`config.mk`:
```
export PLATFORM = sky130hd
export DESIGN_NAME = prog_loader_ctrl
export DESIGN_NICKNAME = d
export VERILOG_FILES = /design/src/rtl/prog_loader_ctrl.sv
export SDC_FILE = /design/constraint.sdc
export NUM_CORES = 1
export LEC_CHECK = 0
export ABC_AREA = 1
export BUFFER_PORTS_ARGS = -buffer_cell sky130_fd_sc_hd__buf_2
export CAP_MARGIN = 40
export CORE_MARGIN = 2
export CORE_UTILIZATION = 60
export DETAILED_ROUTE_END_ITERATION = 10
export PLACE_DENSITY = 0.84
export SKIP_LAST_GASP = 1
export SYNTH_ARGS = -nofsm -noshare
export SYNTH_HDL_FRONTEND = slang
export SYNTH_SLANG_ARGS = --single-unit
```
`constraint.sdc`:
```
create_clock -name clock -period 2.21 [get_ports clock]
set_input_delay 0.442 -clock clock [delete_from_list [all_inputs] [get_ports clock]]
set_output_delay 0.442 -clock clock [all_outputs]
set_load 0.01 [all_outputs]
```
`src/rtl/prog_loader_ctrl.sv`:
```
// Boot-time program loader: receives a 16-bit word count and then little-endian
// 32-bit words from a byte stream, writing them to instruction memory while holding the CPU.
module prog_loader_ctrl #(
    parameter int ADDR_WIDTH = 14,
    parameter int TIMEOUT    = 1000000
) (
    input  logic                  clock,
    input  logic                  rst,
    input  logic                  load_req,
    input  logic                  rx_valid,
    input  logic [7:0]            rx_byte,
    output logic                  imem_we,
    output logic [ADDR_WIDTH-1:0] imem_addr,
    output logic [31:0]           imem_wdata,
    output logic                  cpu_hold,
    output logic                  busy,
    output logic                  load_done,
    output logic                  load_err,
    output logic [2:0]            fsm_state
);

    localparam int              TW     = (TIMEOUT > 2) ? $clog2(TIMEOUT) : 1;
    localparam logic [TW-1:0]   T_LAST = TW'(TIMEOUT - 1);
    localparam logic [32:0]     MAX_N  = 33'd1 << ADDR_WIDTH;

    typedef enum logic [2:0] {
        IDLE  = 3'd0,
        HDR   = 3'd1,
        RECV  = 3'd2,
        WRITE = 3'd3,
        DONE  = 3'd4,
        ERR   = 3'd5
    } state_t;

    state_t                state, next_state;
    logic                  load_req_q;
    logic                  rise;
    logic [1:0]            idx;
    logic [7:0]            hdr_lo;
    logic [15:0]           n_words;
    logic [15:0]           n_new;
    logic [15:0]           words_done;
    logic [ADDR_WIDTH-1:0] word_addr;
    logic [23:0]           word_buf;
    logic [TW-1:0]         tcnt;
    logic                  last_word;
    logic                  timed_out;

    // rx_valid is a one-cycle strobe with no backpressure: a byte is consumed
    // in the cycle it is presented or lost; imem_we is a one-cycle write pulse.
    assign rise      = load_req & ~load_req_q;
    assign n_new     = {rx_byte, hdr_lo};
    assign last_word = (words_done + 16'd1) == n_words;
    assign timed_out = (tcnt == T_LAST) && !rx_valid;

    always_ff @(posedge clock or negedge rst) begin
        if (!rst) state <= IDLE;
        else      state <= next_state;
    end

    always_comb begin
        next_state = state;
        case (state)
            IDLE, ERR: if (rise) next_state = HDR;
            HDR: begin
                if (timed_out) next_state = ERR;
                else if (rx_valid && idx[0]) begin
                    if (n_new == 16'd0)              next_state = DONE;
                    else if ({17'd0, n_new} > MAX_N) next_state = ERR;
                    else                             next_state = RECV;
                end
            end
            RECV: begin
                if (timed_out)                    next_state = ERR;
                else if (rx_valid && idx == 2'd3) next_state = WRITE;
            end
            WRITE:   next_state = last_word ? DONE : RECV;
            DONE:    next_state = IDLE;
            default: next_state = IDLE;
        endcase
    end

    always_comb begin
        imem_we   = (state == WRITE);
        busy      = (state == HDR) || (state == RECV) || (state == WRITE);
        cpu_hold  = (state != IDLE);
        fsm_state = state;
    end

    always_ff @(posedge clock or negedge rst) begin
        if (!rst) begin
            load_req_q <= 1'b0;
            idx        <= 2'd0;
            hdr_lo     <= 8'd0;
            n_words    <= 16'd0;
            words_done <= 16'd0;
            word_addr  <= '0;
            word_buf   <= 24'd0;
            tcnt       <= '0;
            imem_addr  <= '0;
            imem_wdata <= 32'd0;
            load_done  <= 1'b0;
            load_err   <= 1'b0;
        end else begin
            load_req_q <= load_req;
            case (state)
                IDLE, ERR: begin
                    if (rise) begin
                        idx        <= 2'd0;
                        words_done <= 16'd0;
                        word_addr  <= '0;
                        tcnt       <= '0;
                        load_done  <= 1'b0;
                        load_err   <= 1'b0;
                    end
                end
                HDR: begin
                    if (rx_valid) begin
                        tcnt <= '0;
                        if (!idx[0]) begin
                            hdr_lo <= rx_byte;
                            idx    <= 2'd1;
                        end else begin
                            n_words <= n_new;
                            idx     <= 2'd0;
                        end
                    end else begin
                        tcnt <= tcnt + TW'(1);
                    end
                end
                RECV: begin
                    if (rx_valid) begin
                        tcnt <= '0;
                        idx  <= idx + 2'd1;
                        case (idx)
                            2'd0: word_buf[7:0]   <= rx_byte;
                            2'd1: word_buf[15:8]  <= rx_byte;
                            2'd2: word_buf[23:16] <= rx_byte;
                            default: begin
                                imem_wdata <= {rx_byte, word_buf};
                                imem_addr  <= word_addr;
                            end
                        endcase
                    end else begin
                        tcnt <= tcnt + TW'(1);
                    end
                end
                WRITE: begin
                    word_addr  <= word_addr + 1'b1;
                    words_done <= words_done + 16'd1;
                    // A byte arriving alongside the write starts the next word,
                    // unless this write was the last one of the load.
                    if (rx_valid && !last_word) begin
                        word_buf[7:0] <= rx_byte;
                        idx           <= 2'd1;
                        tcnt          <= '0;
                    end
                end
                default: ;
            endcase
            if (next_state == DONE) load_done <= 1'b1;
            if (next_state == ERR)  load_err  <= 1'b1;
        end
    end

endmodule

```
==> results of run 1 <==
==> per-stage QoR <==
stage / area (um^2) / TNS [ns] / cells / hold WS (ns) / utilization [%]
after floorplan: 7420 / 0 / 908 / 0.146 / -
after global placement: 8080 / 0 / 1137 / 0.394 / 67.0
after global routing: 8950 / -7.93 / 1182 / 0.128 / 74.2
after CTS: 8680 / -0.0270 / 1170 / 0.123 / 72.0
after detailed placement: 8080 / -0.0601 / 1137 / 0.392 / 67.0
final: 8950 / -3.16 / 1182 / 0.128 / 74.2
==> synth_stat cells (11+ instances only) <==
master	n
clkbuf_1	19
o21ai_0	81
nor2_1	56
mux2_2	25
a21oi_1	11
nor3_1	11
nor4_1	12
dfrtp_1	152
nand4_1	27
nand2_1	289
o22ai_1	12
inv_1	94
nand3_1	61
==> where the power goes <==
group | total [mW] | leakage (nW) | internal (mW) | switching [mW]
logic | 1.86 | 2.12 | 0.689 | 1.17
clock network | 2.85 | 0.284 | 1.51 | 1.34
registers | 3.51 | 2.06 | 3.18 | 0.323
==> worst reg2reg max path, stage by stage (launching register included) <==
cell and delay, ns:
dfrtp_1 0.39, buf_6 0.12, ha_4 0.16, nand2_4 0.07, nor2_4 0.17, nand4_1 0.20, nand2_2 0.15, nand2_1 0.06
nand2_1 0.11, nand2_2 0.10, nor2_4 0.09, nand3_2 0.09, nand2_2 0.10, nand2_4 0.10, nand2_8 0.13, clkbuf_16 0.16
nand2_1 0.04, nand2_1 0.06
==> repair_timing <==
item                                   4_1_cts  5_1_grt
hold buffers                                 1        0
resized for setup                            4       41
cloned                                       0        3
setup endpoints to repair                   28       34
pin swaps                                    2       16
endpoints found under the hold margin       42        0
buffers inserted                             0        9
==> sequential cells by signal (all words and copies together), names as in the netlist <==
signal	count
fsm_state	3
hdr_lo	8
idx	2
imem_addr	14
imem_wdata	32
load_done	1
load_err	1
load_req_q	1
n_words	16
tcnt	20
word_addr	14
word_buf	24
words_done	16
==> final cells by class <==
| cell class | instances | area, um^2 |
|---|---|---|
| clock buffers | 17 | 425 |
| clock inverters | 15 | 159 |
| fillers | 866 | 3110 |
| inverters | 95 | 357 |
| multi-input cells | 634 | 3280 |
| flip-flops and latches | 152 | 3800 |
| well taps | 168 | 210 |
| repair buffers | 101 | 721 |
==> cells by family after synthesis <==
group / Yosys count / share of synthesized area, %
simple gates: 481 / 28.2
flops: 152 / 51.3
buf+inv: 122 / 6.46
compound gates: 111 / 7.93
mux: 25 / 3.80
xor+xnor: 10 / 1.18
fa+ha+maj: 7 / 1.18
==> worst min-delay path by stage <==
stage / slack [ns] / startpoint / endpoint
finish: 0.13 / load_req / load_req_q
global route: 0.13 / load_req / load_req_q
CTS: 0.12 / load_req / load_req_q
detailed placement: 0.39 / rst / word_buf[12]
global placement: 0.39 / rst / word_buf[12]
floorplan: 0.15 / rst / fsm_state[0]
==> metal layers <==
metal | up-vias | wire length [um] | GRT usage [%]
li1 | 3173 | - | -
met1 | 3164 | 7980 | 40.0
met2 | 300 | 9220 | 47.2
met3 | 46 | 1290 | 5.69
met5 | - | 0 | 0
met4 | 0 | 509 | 12.2
==> metrics.yaml, run 1 <==
p_leak_nw: 4.46
max_freq_mhz: 427
ant_nets: 0
grt_pass1_vias: 6290
start_kind: "flop"
rsz0062_at_grt: "true"
wirelength_mm: 19.0
avgRoutedWirePerCell_um: 16.1
cts_buffer_depth: 2
synth_edf_count: 0
cpMaxStageDelayCell: "dfrtp_1"
final_cell_mix: "274 x nand2_1, 151 x dfrtp_1, 93 x inv_1"
hold_viol: 0
die_h_um: 115
slew-limit-headroom_pct: 52.2
port_buffers: 65
syn_nets: 927
hold_class: "in -> reg"
cts_made_buffers: 17
path_buf_inv: 2
violations: "negative setup slack"
r2r-start: "words_done[1]"
grt_pass1_wl_mm: 30.4
io_pins: 66
dr.pass1.iters: 5
antenna_cells: 0
fin_crit_ns: 2.34
synth_top_area_cell: "dfrtp_1"
crit_start: "words_done[1]"
max_stage_delay_ns: 0.39
crit_path_end_kind: "flop"
finalPower_mw: 8.21
irDropWorstVdd_uv: 902
drive_above_1_share_pct: 20.3
grt_usage_pct: 29.5
clk_latency_ns: 0.44
cp.arrival_ns: 2.71
r2r_end: "tcnt[14]"
rr_worst_depth: 17
die_w_um: 115
regToRegSetupSlack_ns: -0.13
yosys_register_bits: 152
netlist_area_um2: 7420
initial_core_util_pct: 61.5
syn_avg_cell_area_um2: 8.17
cts.sinks: 152
synth_seq_area_share_pct: 51.3
path_class: "reg -> reg"
gp_congestion: 0.946
rows: 40
dp_slack_ns: -0.0209
setup_violations: 30
postSynth.asyncResetShare_pct: 100
synthDistinctLibCells: 36
via_count: 6683
worstPathMaxFanout: 6
skew_ns: 0.0124
drtIter0Drc: 673
die_area_um2: 13300
crit_chain: "buf_6 > ha_4 > nand2_4 > nor2_4 > nand4_1 > nand2_2 > nand2_1 > nand2_1 > nand2_2 > nor2_4 > nand3_2 > nand2_2 > nand2_4 > nand2_8 > clkbuf_16 > nand2_1 > nand2_1"
period_share_pct: 106
synthCells: 908
cpMostUsedCell: "nand2_1"
cap_violations: 0
run_status: "finished with violations"
cts_htree_levels: 4
dp_hpwl_mm: 12.4
final_common_cell: "nand2_1"
whs_path_depth: 1
core_um2: 12100
nets: 1020
yosysTopAreaCellShare_pct: 51.3
crit_path_end: "tcnt[14]"
grt.overflow.total: 0
ys.flop_type: "dfrtp_1"
antenna_found_initial: 0
cellPowerDensity_nw_per_um2: 917
ys_warn_count: 0
clkSlewWorstSetupHoldPaths_ns: 0.07
drc_errors: 0
tritoncts: "yes"
setup_slack_ns: -0.129
syn2layout_area_growth_pct: 20.7
path_depth: 17
critical_path.top_delay_family: "simple AND/OR/NAND/NOR gates"
via_per_inst: 5.65
worst_pin_slew_ns: 0.711
cts_root_buffer: "clkbuf_16"
drv_slew: 0
ys_top_cells_by_area: "dfrtp_1 51%, nand2_1 15%, o21ai_0 5.5%, inv_1 4.8%, nand3_1 4.1%"
grt_max_degree: 58
cp_data_required_time_ns: 2.58
No activity file was read; power rests on OpenSTA's default activity.
==> run 2: changes to the inputs <==
--- a/config.mk
+++ b/config.mk
@@ -6,12 +6,14 @@
 export NUM_CORES = 1
 export LEC_CHECK = 0
 export ABC_AREA = 1
-export BUFFER_PORTS_ARGS = -buffer_cell sky130_fd_sc_hd__buf_2
 export CAP_MARGIN = 40
+export CELL_PAD_IN_SITES_DETAIL_PLACEMENT = 1
+export CELL_PAD_IN_SITES_GLOBAL_PLACEMENT = 2
 export CORE_MARGIN = 2
-export CORE_UTILIZATION = 60
+export CORE_UTILIZATION = 38
 export DETAILED_ROUTE_END_ITERATION = 10
-export PLACE_DENSITY = 0.84
+export DONT_BUFFER_PORTS = 1
+export PLACE_DENSITY = 0.83
 export SKIP_LAST_GASP = 1
 export SYNTH_ARGS = -nofsm -noshare
 export SYNTH_HDL_FRONTEND = slang
==> metrics.yaml, run 2 (same netlist as run 1, synthesis figures left out) <==
run_status: "finished with violations"  # unchanged
violations: "negative hold slack, negative setup slack"  # was negative setup slack
slew-limit-headroom_pct: 55.0  # was 52.2%
top_regs: "imem_wdata x32, word_buf x24, tcnt x20"  # unchanged
clkSlewWorstSetupHoldPaths_ns: 0.08  # was 0.07 ns
period_share_pct: 102  # was 106%
tritoncts: "yes"  # unchanged
clk_latency_ns: 0.44  # about the same
num-fill-cells: 2315  # was 866
hold_class: "in -> async"  # was in -> reg
antenna_found_initial: 0  # unchanged
cap_violations: 0  # unchanged
dr.pass1.iters: 4  # was 5
crit_path_end_kind: "flop"  # unchanged
rsz0062_at_grt: "true"  # unchanged
io_pins: 66  # unchanged
cp.arrival_ns: 2.63  # was 2.71 ns
core_um2: 19300  # was 12100 um^2
max_stage_delay_ns: 0.42  # was 0.39 ns
final_common_cell: "nand2_1"  # unchanged
finalPower_mw: 8.49  # was 8.21 mW
antenna_cells: 0  # unchanged
final_cell_mix: "249 x nand2_1, 150 x dfrtp_1, 92 x inv_1"  # was 274 x nand2_1, 151 x dfrtp_1, 93 x inv_1
via_per_inst: 5.14  # was 5.65
hold_viol: 152  # was 0
via_count: 6351  # was 6683
skew_ns: 0.0126  # was 0.0124 ns
worstPathMaxFanout: 6  # unchanged
rows: 51  # was 40
fin_crit_ns: 2.26  # was 2.34 ns
cpMostUsedCell: "nand2_1"  # unchanged
p_leak_nw: 4.27  # was 4.46 nW
grt_max_degree: 153  # was 58
dp_hpwl_mm: 14.8  # was 12.4 mm
path_class: "reg -> reg"  # unchanged
drc_errors: 0  # unchanged
die_h_um: 144  # was 115 um
worst_pin_slew_ns: 0.675  # was 0.711 ns
grt.overflow.total: 0  # unchanged
cts_htree_levels: 4  # unchanged
port_buffers: 0  # was 65
max_freq_mhz: 442  # was 427 MHz
largest_reg_flops: 32  # unchanged
avgRoutedWirePerCell_um: 17.6  # was 16.1 um
drv_slew: 0  # unchanged
crit_chain: "buf_6 > nand2_4 > nor2_4 > nand4_1 > nand2_1 > nand2_1 > nand2_1 > nand2_1 > nor2_2 > nand3_2 > nand2_2 > nand2_4 > nand2_8 > clkbuf_16 > nand2_1 > nand2_1"  # was buf_6 > ha_4 > nand2_4 > nor2_4 > nand4_1 > nand2_2 > nand2_1 > nand2_1 > nand2_2 > nor2_4 > nand3_2 > nand2_2 > nand2_4 > nand2_8 > clkbuf_16 > nand2_1 > nand2_1
grt_usage_pct: 22.2  # was 29.5%
wirelength_mm: 21.7  # was 19.0 mm
drtIter0Drc: 300  # was 673
setup_violations: 21  # was 30
cp_data_required_time_ns: 2.58  # about the same
cts_buffer_depth: 2  # unchanged
setup_slack_ns: -0.0521  # was -0.129 ns
drive_above_1_share_pct: 19.9  # was 20.3%
cts_made_buffers: 17  # unchanged
finalSetupTns_ns: -0.589  # was -3.16 ns
irDropWorstVdd_uv: 595  # was 902 uV
initial_core_util_pct: 38.4  # was 61.5%
ant_nets: 0  # unchanged
place_area_um2: 7990  # was 8080 um^2
die_w_um: 144  # was 115 um
cts.sinks: 152  # unchanged
die_area_um2: 20600  # was 13300 um^2
cts_root_buffer: "clkbuf_16"  # unchanged
whs_ns: -0.305  # was 0.128 ns
start_kind: "flop"  # unchanged
grt_pass1_vias: 6576  # was 6290
grt_pass1_wl_mm: 35.4  # was 30.4 mm
cellPowerDensity_nw_per_um2: 936  # was 917 nW/um^2
syn2layout_area_growth_pct: 22.2  # was 20.7%
fin_area_um2: 9060  # was 8950 um^2
top_register: "imem_wdata"  # unchanged
cpMaxStageDelayCell: "dfrtp_1"  # unchanged
nets: 976  # was 1020
gp_congestion: 0.816  # was 0.946
==> run 2: path summary, 6_finish.rpt <==
| path | to | start | slack (ns) | depth (start not counted) |
|---|---|---|---|---|
| max | tcnt[8] | words_done[1] | -0.05 | 16 |
| min reg2reg | word_addr[11] | word_addr[11] | 0.48 | 1 |
| min in group clock | load_req_q | load_req | 0.04 | 0 |
| min | imem_wdata[9] | rst | -0.30 | 0 |
| max reg2reg | tcnt[8] | words_done[1] | -0.05 | 16 |
| max in group asynchronous | words_done[2] | rst | 2.21 | 0 |
==> run 2: critical path, delay by kind of cell (launching register included) <==
family / cells / cell delay (ns)
flops: 1 / 0.42
buf+inv: 2 / 0.31
simple gates: 14 / 1.47
==> run 2: stage by stage <==
stage / utilization [%] / setup slack (ns) / cells
floorplan: - / 0.244 / 908
global placement: 41.3 / -0.0637 / 1189
detailed placement: 41.3 / -0.134 / 1189
CTS: 45.6 / -0.0529 / 1228
global route: 46.9 / -0.216 / 1235
finish: 46.9 / -0.0521 / 1235
==> run 2: final cells by class <==
type / instances / area (um^2) / area share [%]
clock buffers: 17 / 425 / 4.69
clock inverters: 15 / 204 / 2.25
inverters: 95 / 359 / 3.96
multi-input cells: 634 / 3390 / 37.4
flip-flops and latches: 152 / 3810 / 42.0
well taps: 265 / 332 / 3.66
repair buffers: 57 / 546 / 6.02
==> run 2: what timing repair did <==
item	CTS	global route
resized for setup	29	58
gates cloned	2	1
endpoints found under the setup margin	32	64
endpoints found under the hold margin	152	152
pin swaps	9	16
setup buffers	5	6
==> run 2: routing by layer <==
metal / up-vias / global-route usage, % / share of wire, %
li1: 3063 / - / -
met1: 3164 / 29.1 / 45
met2: 97 / 36.9 / 49
met3: 27 / 4.53 / 4.0
met4: 0 / 7.43 / 2.2
met5: - / 0 / 0
==> run 2: power by group <==
part	leakage (nW)	total, mW	switching [mW]	internal, mW
clock network	0.301	3.01	1.46	1.55
logic	1.91	1.93	1.15	0.776
registers	2.06	3.55	0.371	3.18
